===== config.mk =====
export PLATFORM = sky130hd
export DESIGN_NAME = time_set_ctrl
export DESIGN_NICKNAME = d
export VERILOG_FILES = /design/src/rtl/time_set_ctrl.sv
export SDC_FILE = /design/constraint.sdc
export NUM_CORES = 1
export LEC_CHECK = 0
export BUFFER_PORTS_ARGS = -buffer_cell sky130_fd_sc_hd__buf_2
export CORE_ASPECT_RATIO = 0.9
export CORE_MARGIN = 5
export CORE_UTILIZATION = 44
export CTS_CLUSTER_SIZE = 30
export DETAILED_ROUTE_END_ITERATION = 10
export PLACE_DENSITY_LB_ADDON = 0.1
export SETUP_SLACK_MARGIN = 0.5
export SLEW_MARGIN = 20
export SYNTH_ARGS = -nofsm -noshare
export SYNTH_HDL_FRONTEND = slang
export SYNTH_SLANG_ARGS = --single-unit

===== constraint.sdc =====
create_clock -name clk -period 2.75 [get_ports clk]
set_clock_uncertainty 0.2 [all_clocks]
set_input_delay 0.55 -clock clk [delete_from_list [all_inputs] [get_ports clk]]
set_output_delay 0.55 -clock clk [all_outputs]
set_load 0.02 [all_outputs]

===== src/rtl/time_set_ctrl.sv =====
// -----------------------------------------------------------------------------
// time_set_ctrl
//
// Button-driven time-setting controller for a 24-hour HH:MM clock. It sequences
// RUN -> SET_HOUR -> SET_MIN -> COMMIT -> RUN. It holds the edited hour and
// minute, wraps them on inc/dec, and blinks the digit being edited. A one-cycle
// load strobe is issued in COMMIT. The edit is abandoned after TIMEOUT_S idle
// seconds.
//
// Parameters
//   TIMEOUT_S      idle seconds in a set state before the edit is abandoned
//
// Ports
//   clk            system clock, rising edge
//   rst            asynchronous, active-high reset
//   clk_1hz_en     one-cycle pulse per second (idle timeout time base)
//   blink_en       one-cycle pulse at 2 Hz (blink time base)
//   btn_mode       debounced press pulse: advance through the set sequence
//   btn_inc        debounced press pulse: increment the field being edited
//   btn_dec        debounced press pulse: decrement the field being edited
//   cur_hour       live hour from the time counter, 0..23
//   cur_min        live minute from the time counter, 0..59
//   time_count_en  1 while in RUN; the time counter advances only then
//   load_en        one-cycle strobe in COMMIT to load hour_in/min_in
//   hour_in        edited hour
//   min_in         edited minute
//   mode           state code: RUN=0, SET_HOUR=1, SET_MIN=2, COMMIT=3
//   blink_hour     1 = blank the hour digits
//   blink_min      1 = blank the minute digits
// -----------------------------------------------------------------------------
module time_set_ctrl #(
  parameter int TIMEOUT_S = 30
) (
  input  logic       clk,
  input  logic       rst,
  input  logic       clk_1hz_en,
  input  logic       blink_en,
  input  logic       btn_mode,
  input  logic       btn_inc,
  input  logic       btn_dec,
  input  logic [4:0] cur_hour,
  input  logic [5:0] cur_min,
  output logic       time_count_en,
  output logic       load_en,
  output logic [4:0] hour_in,
  output logic [5:0] min_in,
  output logic [1:0] mode,
  output logic       blink_hour,
  output logic       blink_min
);

  localparam int IDLE_W = (TIMEOUT_S < 1) ? 1 : $clog2(TIMEOUT_S + 1);
  localparam logic [IDLE_W-1:0] IDLE_MAX = IDLE_W'(TIMEOUT_S);

  typedef enum logic [1:0] {
    RUN      = 2'd0,
    SET_HOUR = 2'd1,
    SET_MIN  = 2'd2,
    COMMIT   = 2'd3
  } state_t;

  state_t            state,     state_nx;
  logic [4:0]        edit_hour, edit_hour_nx;
  logic [5:0]        edit_min,  edit_min_nx;
  logic [IDLE_W-1:0] idle,      idle_nx;
  logic              toggle,    toggle_nx;

  logic any_btn;
  logic adj_up;
  logic adj_dn;

  // inc and dec pressed together cancel out.
  assign any_btn = btn_mode | btn_inc | btn_dec;
  assign adj_up  = btn_inc & ~btn_dec;
  assign adj_dn  = btn_dec & ~btn_inc;

  // ---------------------------------------------------------------------------
  // State and datapath registers
  // ---------------------------------------------------------------------------
  // NOTE: sequential state uses non-blocking assignments so every register
  // samples the pre-edge value of every other register.
  always_ff @(posedge clk or posedge rst) begin
    if (rst) begin
      state     <= RUN;
      edit_hour <= '0;
      edit_min  <= '0;
      idle      <= '0;
      toggle    <= 1'b0;
    end else begin
      state     <= state_nx;
      edit_hour <= edit_hour_nx;
      edit_min  <= edit_min_nx;
      idle      <= idle_nx;
      toggle    <= toggle_nx;
    end
  end

  // ---------------------------------------------------------------------------
  // Next-state / next-datapath logic
  // ---------------------------------------------------------------------------
  // NOTE: every variable gets a hold-value default first, so no path through
  // the case leaves one unassigned and no latch is inferred.
  always_comb begin
    state_nx     = state;
    edit_hour_nx = edit_hour;
    edit_min_nx  = edit_min;
    idle_nx      = idle;
    toggle_nx    = toggle;

    unique case (state)
      RUN: begin
        idle_nx   = '0;
        toggle_nx = 1'b0;
        if (btn_mode) begin
          state_nx     = SET_HOUR;
          edit_hour_nx = cur_hour;
          edit_min_nx  = cur_min;
        end
      end

      SET_HOUR, SET_MIN: begin
        // Idle timeout abandons the edit. Nothing is loaded.
        if (idle == IDLE_MAX) begin
          state_nx = RUN;
        end else if (btn_mode) begin
          // A mode press wins over a coincident inc/dec.
          state_nx = (state == SET_HOUR) ? SET_MIN : COMMIT;
        end else if (state == SET_HOUR) begin
          if (adj_up)
            edit_hour_nx = (edit_hour == 5'd23) ? 5'd0 : edit_hour + 5'd1;
          else if (adj_dn)
            edit_hour_nx = (edit_hour == 5'd0) ? 5'd23 : edit_hour - 5'd1;
        end else begin
          if (adj_up)
            edit_min_nx = (edit_min == 6'd59) ? 6'd0 : edit_min + 6'd1;
          else if (adj_dn)
            edit_min_nx = (edit_min == 6'd0) ? 6'd59 : edit_min - 6'd1;
        end

        // Any press restarts the idle count and makes the digit visible.
        if (any_btn) begin
          idle_nx   = '0;
          toggle_nx = 1'b0;
        end else begin
          if (clk_1hz_en)
            idle_nx = idle + IDLE_W'(1);
          if (blink_en)
            toggle_nx = ~toggle;
        end
      end

      COMMIT: begin
        state_nx  = RUN;
        idle_nx   = '0;
        toggle_nx = 1'b0;
      end

      default: begin
        state_nx = RUN;
      end
    endcase

    // A fresh state always starts with a clear idle count and visible digits.
    if (state_nx != state) begin
      idle_nx   = '0;
      toggle_nx = 1'b0;
    end
  end

  // ---------------------------------------------------------------------------
  // Outputs: decoded from registered state only
  // ---------------------------------------------------------------------------
  assign time_count_en = (state == RUN);
  assign load_en       = (state == COMMIT);
  assign hour_in       = edit_hour;
  assign min_in        = edit_min;
  assign mode          = state;
  assign blink_hour    = toggle & (state == SET_HOUR);
  assign blink_min     = toggle & (state == SET_MIN);

endmodule


==> results.toml, run 1 <==
[place]
dp.cells = 250
port_buffers = 34
dp_hpwl_um = 2718
place_congestion = 0.8762
dp_slack_ps = 415.6
dpl_cell_area_sq_um = 1682

[die]
die_y_um = 65.12
rows = 20
core_sq_um = 3328
die-area_sq_um = 4639
initial_utilization_pct = 44.62
io_pins = 35
die_x_um = 71.24

[clock_network]
numClockSinks = 19
cts_inserted_buffers = 3
clk_pin_slew_ps = 80
hold_buffers = 0
htreeDepth = 1
tritoncts = "done"
clock_path_buffers = 2
clock_latency_ps = 250
cts-root-buf = "clkbuf_8"

[run]
drv_cap = 0

[worst_setup_path]
required_ps = 2000
startpoint_type = "flop"
r2r_start = "mode[1]"
critPathMaxFanout = 6
crit_chain = "inv_1, ha_1, and2_1, buf_2"
crit_type = "reg -> out"
cp-startpoint = "mode[1]"
slowest_delay_ps = 440
reg2reg_depth = 6
cp.arrival_ps = 1390
crit_slowest_cell = "dfrtp_2"
reg2reg_to = "min_in[2]"
end_kind = "output port"
endpoint = "blink_hour"
rrSetupSlack_ps = 620

[pwr]
seq_power_share_pct = 27.5
pwr-share-clk_pct = 9.2
internal_power_mw = 1.074
power_leakage_nw = 0.8113
p_sw_mw = 1.082
power.density_nw_per_um2 = 1215
switching_share_pct = 50.18
ir_worst_vdd_mv = 0.8495
comb_power_share_pct = 63.3
total_power_mw = 2.155

[final_layout]
seq_area_sq_um = 478.0
drive_above_1_share_pct = 25.94
num_antenna_cells = 0
nFillCells = 322
final_nets = 243
design_area_sq_um = 1774
stdcell_count = 256
multi_input_area_sq_um = 928.4
area_growth_syn_to_layout_pct = 19.46

[synth]
seq_area_frac_synth_pct = 32.01
syn_inst = 177
ys_async_sr_fraction_pct = 100.0
syn-cell-area_sq_um = 1485
synth_edf_count = 0
yosysWarnings = 0
ys.flop_type = "dfrtp_1"
synth_area_per_cell_sq_um = 8.391
synth_nets = 207
synth-seq-cells = 19
synth.distinct_cells = 47

[grt]
overflow = 0
grt_pass1_wl_um = 6168
grt_use_total_pct = 16.16
grt_max_degree = 20
grt_pass1_vias = 1332
antenna_found_initial = 0

[routing]
route.detailed.drc = 0
wl_per_cell_um = 13.75
drt-total-wl_um = 3520
dr.first_iter.drc_count = 53
dr.pass1.iters = 4
routed_via_density = 5.266
vias = 1348
ant_nets = 0

[sta]
fin_ws_ps = 606.2
worst_slew_pin_slew_ps = 732.1
setup_viol = 0
fin_crit_ps = 2144
setup_tns_ps = 0
maxSlewHeadroom_pct = 51.14
period_share_pct = 77.96
hold_violations = 0
slew_viol_final = 0
fmax_mhz = 466.5
rsz0062_at_grt = "no"

[run_status]
outcome = "complete, no violations"

[hold_path]
hold_class = "in -> async"
-- synthesized netlist by cell type, drive strengths merged (2+ instances only) --
master	count	share of area (%)
a211oi	2	1.0
a21o	2	1.0
a21oi	12	4.3
a31oi	3	1.7
and2	3	1.4
buf	5	2.6
clkbuf	2	0.51
dfrtp	19	32
ha	12	10
inv	14	3.5
mux2i	2	1.3
nand2	15	4.0
nand3	5	1.7
nand4	4	1.7
nor2	23	5.8
nor2b	2	0.84
nor3	4	2.0
o211ai	3	1.5
o21a	2	1.0
o21ai	12	4.3
o22ai	2	0.84
o311ai	2	1.2
or3	2	0.84
xnor2	4	2.4
xor2	7	4.1
-- layout by cell type (no fill, tap or decap), types with 3 or more instances in the layout --
| cell | instances |
|---|---|
| buf_2 | 34 |
| dfrtp_1 | 17 |
| nand3_1 | 5 |
| inv_1 | 13 |
| buf_4 | 3 |
| nand4_1 | 4 |
| a21oi_1 | 11 |
| clkbuf_8 | 3 |
| o211ai_1 | 3 |
| xor2_1 | 7 |
| ha_1 | 11 |
| o21ai_0 | 11 |
| nand2_1 | 14 |
| xnor2_1 | 4 |
| nor2_1 | 23 |
-- how the worst min path moves through the flow --
stage / start / endpoint / cells after the start
CTS: rst / idle[1] / 2
global route: rst / idle[1] / 2
finish: rst / idle[1] / 2
detailed placement: idle[4] / idle[4] / 2
global placement: toggle / toggle / 2
floorplan: rst / hour_in[0] / 1
-- registers in the layout (all words and copies together) (netlist names) --
name	cells
hour_in	5
min_in	6
idle	5
toggle	1
mode	2
-- stage by stage --
| step | utilization [%] | hold slack, ps |
|---|---|---|
| 2_1_floorplan | - | 301.0 |
| 3_3_place_gp | 50.53 | 330.1 |
| 3_5_place_dp | 50.53 | 328.0 |
| 4_1_cts | 52.67 | 240.3 |
| 5_1_grt | 53.31 | 287.0 |
| 6_report | 53.31 | 203.2 |
-- metal layers --
metal | global-route usage [%] | part of all wire [%] | up-vias
met5 | 0 | 0 | -
met4 | 2.113 | 0.54 | 0
met1 | 22.21 | 49 | 628
met3 | 2.599 | 4.1 | 4
met2 | 27.41 | 47 | 27
li1 | - | - | 689
-- power by group through the flow --
stage | clock network, mW | registers [mW] | logic (mW)
2_1_floorplan | 0 | 0.625 | 0.909
3_3_place_gp | 0 | 0.590 | 1.22
3_5_place_dp | 0 | 0.599 | 1.24
4_1_cts | 0.205 | 0.591 | 1.32
5_1_grt | 0.218 | 0.622 | 1.53
6_report | 0.199 | 0.593 | 1.36
-- worst max-delay path, delay by kind of cell, from the launching register on --
family / cells / cell delay [ps]
adder cells (fa/ha/maj): 1 / 260
buffers and inverters: 2 / 280
AND/OR/NAND/NOR: 1 / 160
flip-flops: 1 / 440
-- logic make-up after synthesis --
logic type | synth area share [%]
buffers and inverters | 6.655
XOR/XNOR | 6.487
AO/OA/AOI/OAI | 21.14
AND/OR/NAND/NOR | 21.48
multiplexers | 2.106
flip-flops | 32.01
adder cells (fa/ha/maj) | 10.11
-- repair_timing --
item,in CTS,in global routing
buffers inserted,2,0
gates resized for setup,2,3
setup endpoints to repair,1,5
endpoints found under the hold margin,0,0
-- final cells by class --
cell class	count	area share, %
clock buffer	3	2.327
clock inverter	1	0.4231
inverter	14	3.173
multi-input combinational	137	52.33
sequential	19	26.94
tap	44	3.103
timing repair buffer	38	11.71
No activity file was read; power rests on OpenSTA's default activity.
==> run 2: changes to the inputs <==
==> constraint.sdc (replaced) <==
create_clock -name clk -period 2.1 [get_ports clk]
set_clock_uncertainty 0.2 [all_clocks]
set_input_delay 0.42 -clock clk [delete_from_list [all_inputs] [get_ports clk]]
set_output_delay 0.42 -clock clk [all_outputs]
set_load 0.02 [all_outputs]
==> run 2 against run 1 <==
Largest cell class unchanged. Routed wire length rose by 26%. Non-clock buffer count rose by 28. Critical endpoint is now min_in[2]. First-iteration DRC count rose by 49%. Critical path type is now reg -> reg. Critical path depth rose by 2. Worst hold slack improved by 22 ps. Count of clock-buffer cells in the layout rose by 1.
==> results.toml, run 2 (synthesis gave the netlist of run 1 again) <==
[clock_network]
tritoncts = "done"
cts_inserted_buffers = 3
clk_pin_slew_ps = 80
cts-root-buf = "clkbuf_8"
clock_latency_ps = 260
htreeDepth = 1
numClockSinks = 19
clock_path_buffers = 2

[sta]
rsz0062_at_grt = "yes"
setup_viol = 0
holdWs_ps = 225.1
fmax_mhz = 497.6
period_share_pct = 95.69
slew_viol_final = 0
fin_crit_ps = 2009
maxSlewHeadroom_pct = 71.38
hold_violations = 0
worst_slew_pin_slew_ps = 426.0

[routing]
routed_via_density = 5.456
route.detailed.drc = 0
wl_per_cell_um = 15.53
dr.first_iter.drc_count = 79
ant_nets = 0
vias = 1555
dr.pass1.iters = 4
drt-total-wl_um = 4425

[worst_setup_path]
rrSetupSlack_ps = 90
startpoint_type = "flop"
r2r_start = "mode[0]"
critPathBufInv = 1
reg2reg_to = "min_in[2]"
crit_chain = "inv_4, ha_4, or4b_4, o21ai_4, nand2_4, mux2_4"
critPathMaxFanout = 6
end_kind = "flop"
crit_type = "reg -> reg"
reg2reg_depth = 6
slowest_delay_ps = 480
required_ps = 2040
cp-startpoint = "mode[0]"
crit_slowest_cell = "or4b_4"
endpoint = "min_in[2]"
cp_top_family = "simple AND/OR/NAND/NOR gates"
critical_path_cell_count = 6
cp.arrival_ps = 1950

[final_layout]
final_nets = 272
largest_register_ff_count = 6
final_common_cell = "buf_4"
num_antenna_cells = 0
nFillCells = 279
stdcell_count = 285
post-route-util_pct = 65.38
drive_above_1_share_pct = 44.81
final_cell_mix = "26 x buf_4, 24 x buf_2, 17 x nor2_1"
area_growth_syn_to_layout_pct = 46.50

[pwr]
total_power_mw = 3.619
p_sw_mw = 1.686
seq_power_share_pct = 20.7
ir_worst_vdd_mv = 1.219
internal_power_mw = 1.932
power_leakage_nw = 0.9813
switching_share_pct = 46.60
power.density_nw_per_um2 = 1663
pwr-share-clk_pct = 7.3
comb_power_share_pct = 72.0

[die]
io_pins = 35
die_y_um = 65.12
die-area_sq_um = 4639
initial_utilization_pct = 44.62
rows = 20
core_sq_um = 3328
die_x_um = 71.24

[grt]
antenna_found_initial = 0
overflow = 0
grt_max_degree = 20
grt_pass1_wl_um = 7065
grt_use_total_pct = 18.98
grt_pass1_vias = 1502

[place]
dp_hpwl_um = 2829
dp.cells = 259
place_congestion = 0.8786
port_buffers = 34

[hold_path]
hold_class = "in -> reg"

[run]
drv_cap = 0

[run_status]
outcome = "complete, no violations"
-- run 2: worst min-delay path by stage --
stage / to / depth (start not counted) / slack, ps / start
after floorplan: hour_in[0] / 1 / 170 / rst
after global placement: idle[1] / 2 / 200 / rst
after detailed placement: idle[1] / 2 / 200 / rst
after CTS: idle[1] / 2 / 210 / clk_1hz_en
after global routing: hour_in[3] / 3 / 230 / cur_hour[3]
final: hour_in[4] / 3 / 230 / cur_hour[4]
-- run 2: area by class of cell --
class | count | area, sq um | share of cell area [%]
Multi-Input combinational cell | 138 | 1037 | 47.67
Sequential cell | 19 | 486.7 | 22.37
Tap cell | 44 | 55.05 | 2.530
Timing Repair Buffer | 66 | 496.7 | 22.83
Inverter | 14 | 55.05 | 2.530
Clock buffer | 4 | 45.04 | 2.070
-- run 2: what timing repair did --
item / in CTS / in global routing
resized for setup: 29 / 32
hold buffers: 1 / 0
buffers inserted: 9 / 11
pin swaps: 6 / 4
hold endpoints to repair: 8 / 0
setup endpoints to repair: 26 / 29
cloned: 1 / 0
-- run 2: per-stage QoR --
step | TNS (ps) | worst slack (ps) | instance area, sq um
6_report | 0 | 90.54 | 2176
5_1_grt | 0 | 44.54 | 2176
4_1_cts | 0 | 130.5 | 1997
3_5_place_dp | -332.9 | -85.79 | 1767
3_3_place_gp | -45.60 | -40.41 | 1767
2_1_floorplan | 0 | 24.03 | 1505
-- run 2: routing by layer --
metal / up-vias / routed length (um) / track usage (%)
met5: - / 0 / 0
met4: 0 / 44 / 3.286
met3: 6 / 331 / 4.587
met2: 56 / 2157 / 31.88
met1: 743 / 1891 / 25.07
li1: 750 / - / -
-- run 2: power groups by stage --
stage	registers, mW	clock network, mW	logic [mW]
floorplan	0.823	0	1.23
global placement	0.736	0	1.77
detailed placement	0.741	0	1.82
CTS	0.738	0.269	2.17
global route	0.781	0.288	2.84
finish	0.749	0.263	2.61
-- run 2: worst reg2reg max path: stages (launching register included) --
cell and delay [ps]:
dfrtp_2 390, inv_4 50, ha_4 260, or4b_4 480, o21ai_4 120, nand2_4 100
mux2_4 300
==> run 3: changes to the inputs <==
--- a/config.mk
+++ b/config.mk
@@ -8,7 +8,7 @@
 export BUFFER_PORTS_ARGS = -buffer_cell sky130_fd_sc_hd__buf_2
 export CORE_ASPECT_RATIO = 0.9
 export CORE_MARGIN = 5
-export CORE_UTILIZATION = 44
+export CORE_UTILIZATION = 40
 export CTS_CLUSTER_SIZE = 30
 export DETAILED_ROUTE_END_ITERATION = 10
 export PLACE_DENSITY_LB_ADDON = 0.1
==> run 3 against run 2 <==
Flip-flop and latch count is the same. Sequential power grew 1%. Sequential share of layout area grew 1.0 points. Combinational power shrank 9.6%. Critical path type unchanged. Setup slack gained 11 ps. Die area grew 8.5%. Non-clock buffer count shrank 8. Clock power is essentially flat. Global-route usage shrank 1.8 points. Highest routed layer unchanged. Critical path depth is the same. Cell area shrank 4.9%.
==> results.toml, run 3 (synthesis gave the netlist of run 1 again) <==
[run_status]
outcome = "complete, no violations"

[clock_network]
numClockSinks = 19
tritoncts = "done"
clk_pin_slew_ps = 80
cts_inserted_buffers = 3
clock_latency_ps = 260
htreeDepth = 1
clock_path_buffers = 2
cts-root-buf = "clkbuf_8"

[die]
initial_utilization_pct = 40.66
rows = 21
die_x_um = 74.23
core_sq_um = 3652
io_pins = 35
die_y_um = 67.81
die-area_sq_um = 5033

[routing]
wl_per_cell_um = 14.75
ant_nets = 0
routed_via_density = 5.357
drt-total-wl_um = 4131
vias = 1500
dr.first_iter.drc_count = 88
dr.pass1.iters = 4
route.detailed.drc = 0

[worst_setup_path]
crit_slowest_cell = "or4b_4"
startpoint_type = "flop"
critPathMaxFanout = 5
slowest_delay_ps = 460
end_kind = "flop"
rrSetupSlack_ps = 100
crit_type = "reg -> reg"
r2r_start = "mode[0]"
cp-startpoint = "mode[0]"
cp.arrival_ps = 1940
required_ps = 2040
crit_chain = "inv_2, ha_4, or4b_4, o21ai_4, nand2_4, mux2_4"

[grt]
overflow = 0
grt_use_total_pct = 17.13
grt_pass1_wl_um = 6582
grt_use_met1_pct = 22.84
grt_pass1_vias = 1449
use_met2_pct = 27.88
grt_max_degree = 13
busiest_layer = "met2"
antenna_found_initial = 0
use_met3_pct = 3.720

[sta]
fin_crit_ps = 1999
setup_tns_ps = 0
setup_viol = 0
worst_slew_pin_slew_ps = 323.0
maxSlewHeadroom_pct = 78.19
fmax_mhz = 500.3
hold_violations = 0
fin_ws_ps = 101.4
slew_viol_final = 0
period_share_pct = 95.17
rsz0062_at_grt = "yes"

[hold_path]
hold_class = "in -> reg"
min_from = "cur_hour[4]"

[place]
dp.cells = 261
port_buffers = 34
dpl_cell_area_sq_um = 1769
place_congestion = 0.8655
dp_slack_ps = -126.2
dp_hpwl_um = 2848

[final_layout]
design_area_sq_um = 2069
largest_register_ff_count = 6
stdcell_count = 280
num_antenna_cells = 0
final_cell_mix = "28 x buf_2, 24 x buf_4, 20 x nor2_1"
nFillCells = 348
area_growth_syn_to_layout_pct = 39.34
drive_above_1_share_pct = 42.31
final_nets = 265
final_common_cell = "buf_2"

[pwr]
ir_worst_vdd_mv = 0.9285
total_power_mw = 3.383
power.density_nw_per_um2 = 1635
power_leakage_nw = 0.9418

[run]
drv_cap = 0
-- run 3: changes by cell type in the layout (fill, tap and decap cells not counted), moves of 3 or more --
cell / before / now
a21oi_2: 3 / 6
buf_2: 24 / 28
buf_6: 13 / 4
nor2_1: 17 / 20
nor2_2: 6 / 2
-- run 3: layout make-up --
| type | count | area (sq um) | area share, % |
|---|---|---|---|
| clock buffers | 3 | 41.29 | 1.995 |
| well taps | 46 | 57.56 | 2.781 |
| inverters | 14 | 55.05 | 2.660 |
| flip-flops and latches | 19 | 484.2 | 23.40 |
| clock inverters | 1 | 5.005 | 0.2418 |
| repair buffers | 58 | 395.4 | 19.11 |
| multi-input cells | 139 | 1031 | 49.82 |
-- run 3: metrics by stage --
stage / hold slack [ps] / util (%)
2_1_floorplan: 171.0 / -
3_5_place_dp: 193.4 / 48.44
3_3_place_gp: 186.0 / 48.44
5_1_grt: 225.5 / 56.66
6_report: 214.7 / 56.66
4_1_cts: 205.2 / 54.47
-- run 3: timing repair --
action / 4_1_cts / 5_1_grt
gates resized for setup: 28 / 16
setup buffers: 10 / 2
gates cloned: 1 / 1
setup endpoints to repair: 28 / 25
pin swaps: 6 / 7
hold buffers: 1 / 0
hold endpoints to repair: 7 / 0
-- run 3: power breakdown --
group,leakage (nW),total (mW),switching [mW],internal [mW]
clock network,0.0255,0.262,0.130,0.132
registers,0.229,0.758,0.245,0.514
logic,0.687,2.36,1.25,1.11
-- run 3: worst max-delay path, delay by kind of cell (launching register included) --
| family | cells | cell delay [ps] |
|---|---|---|
| simple gates | 2 | 570 |
| buf+inv | 1 | 60 |
| flops | 1 | 370 |
| compound gates | 1 | 120 |
| fa+ha+maj | 1 | 260 |
| mux | 1 | 300 |
-- run 3: worst paths after layout --
kind                         endpoint  depth (start not counted)
max in group asynchronous   min_in[4]                          4
min in group asynchronous     idle[1]                          3
hold reg to reg               idle[4]                          2
setup / recovery            min_in[2]                          6
setup reg to reg            min_in[2]                          6
hold / removal             hour_in[4]                          3
-- run 3: per-layer routing --
metal,share of wire (%),up-vias
met5,0,-
met4,0.97,0
met3,5.0,4
met2,48,44
met1,46,712
li1,-,740
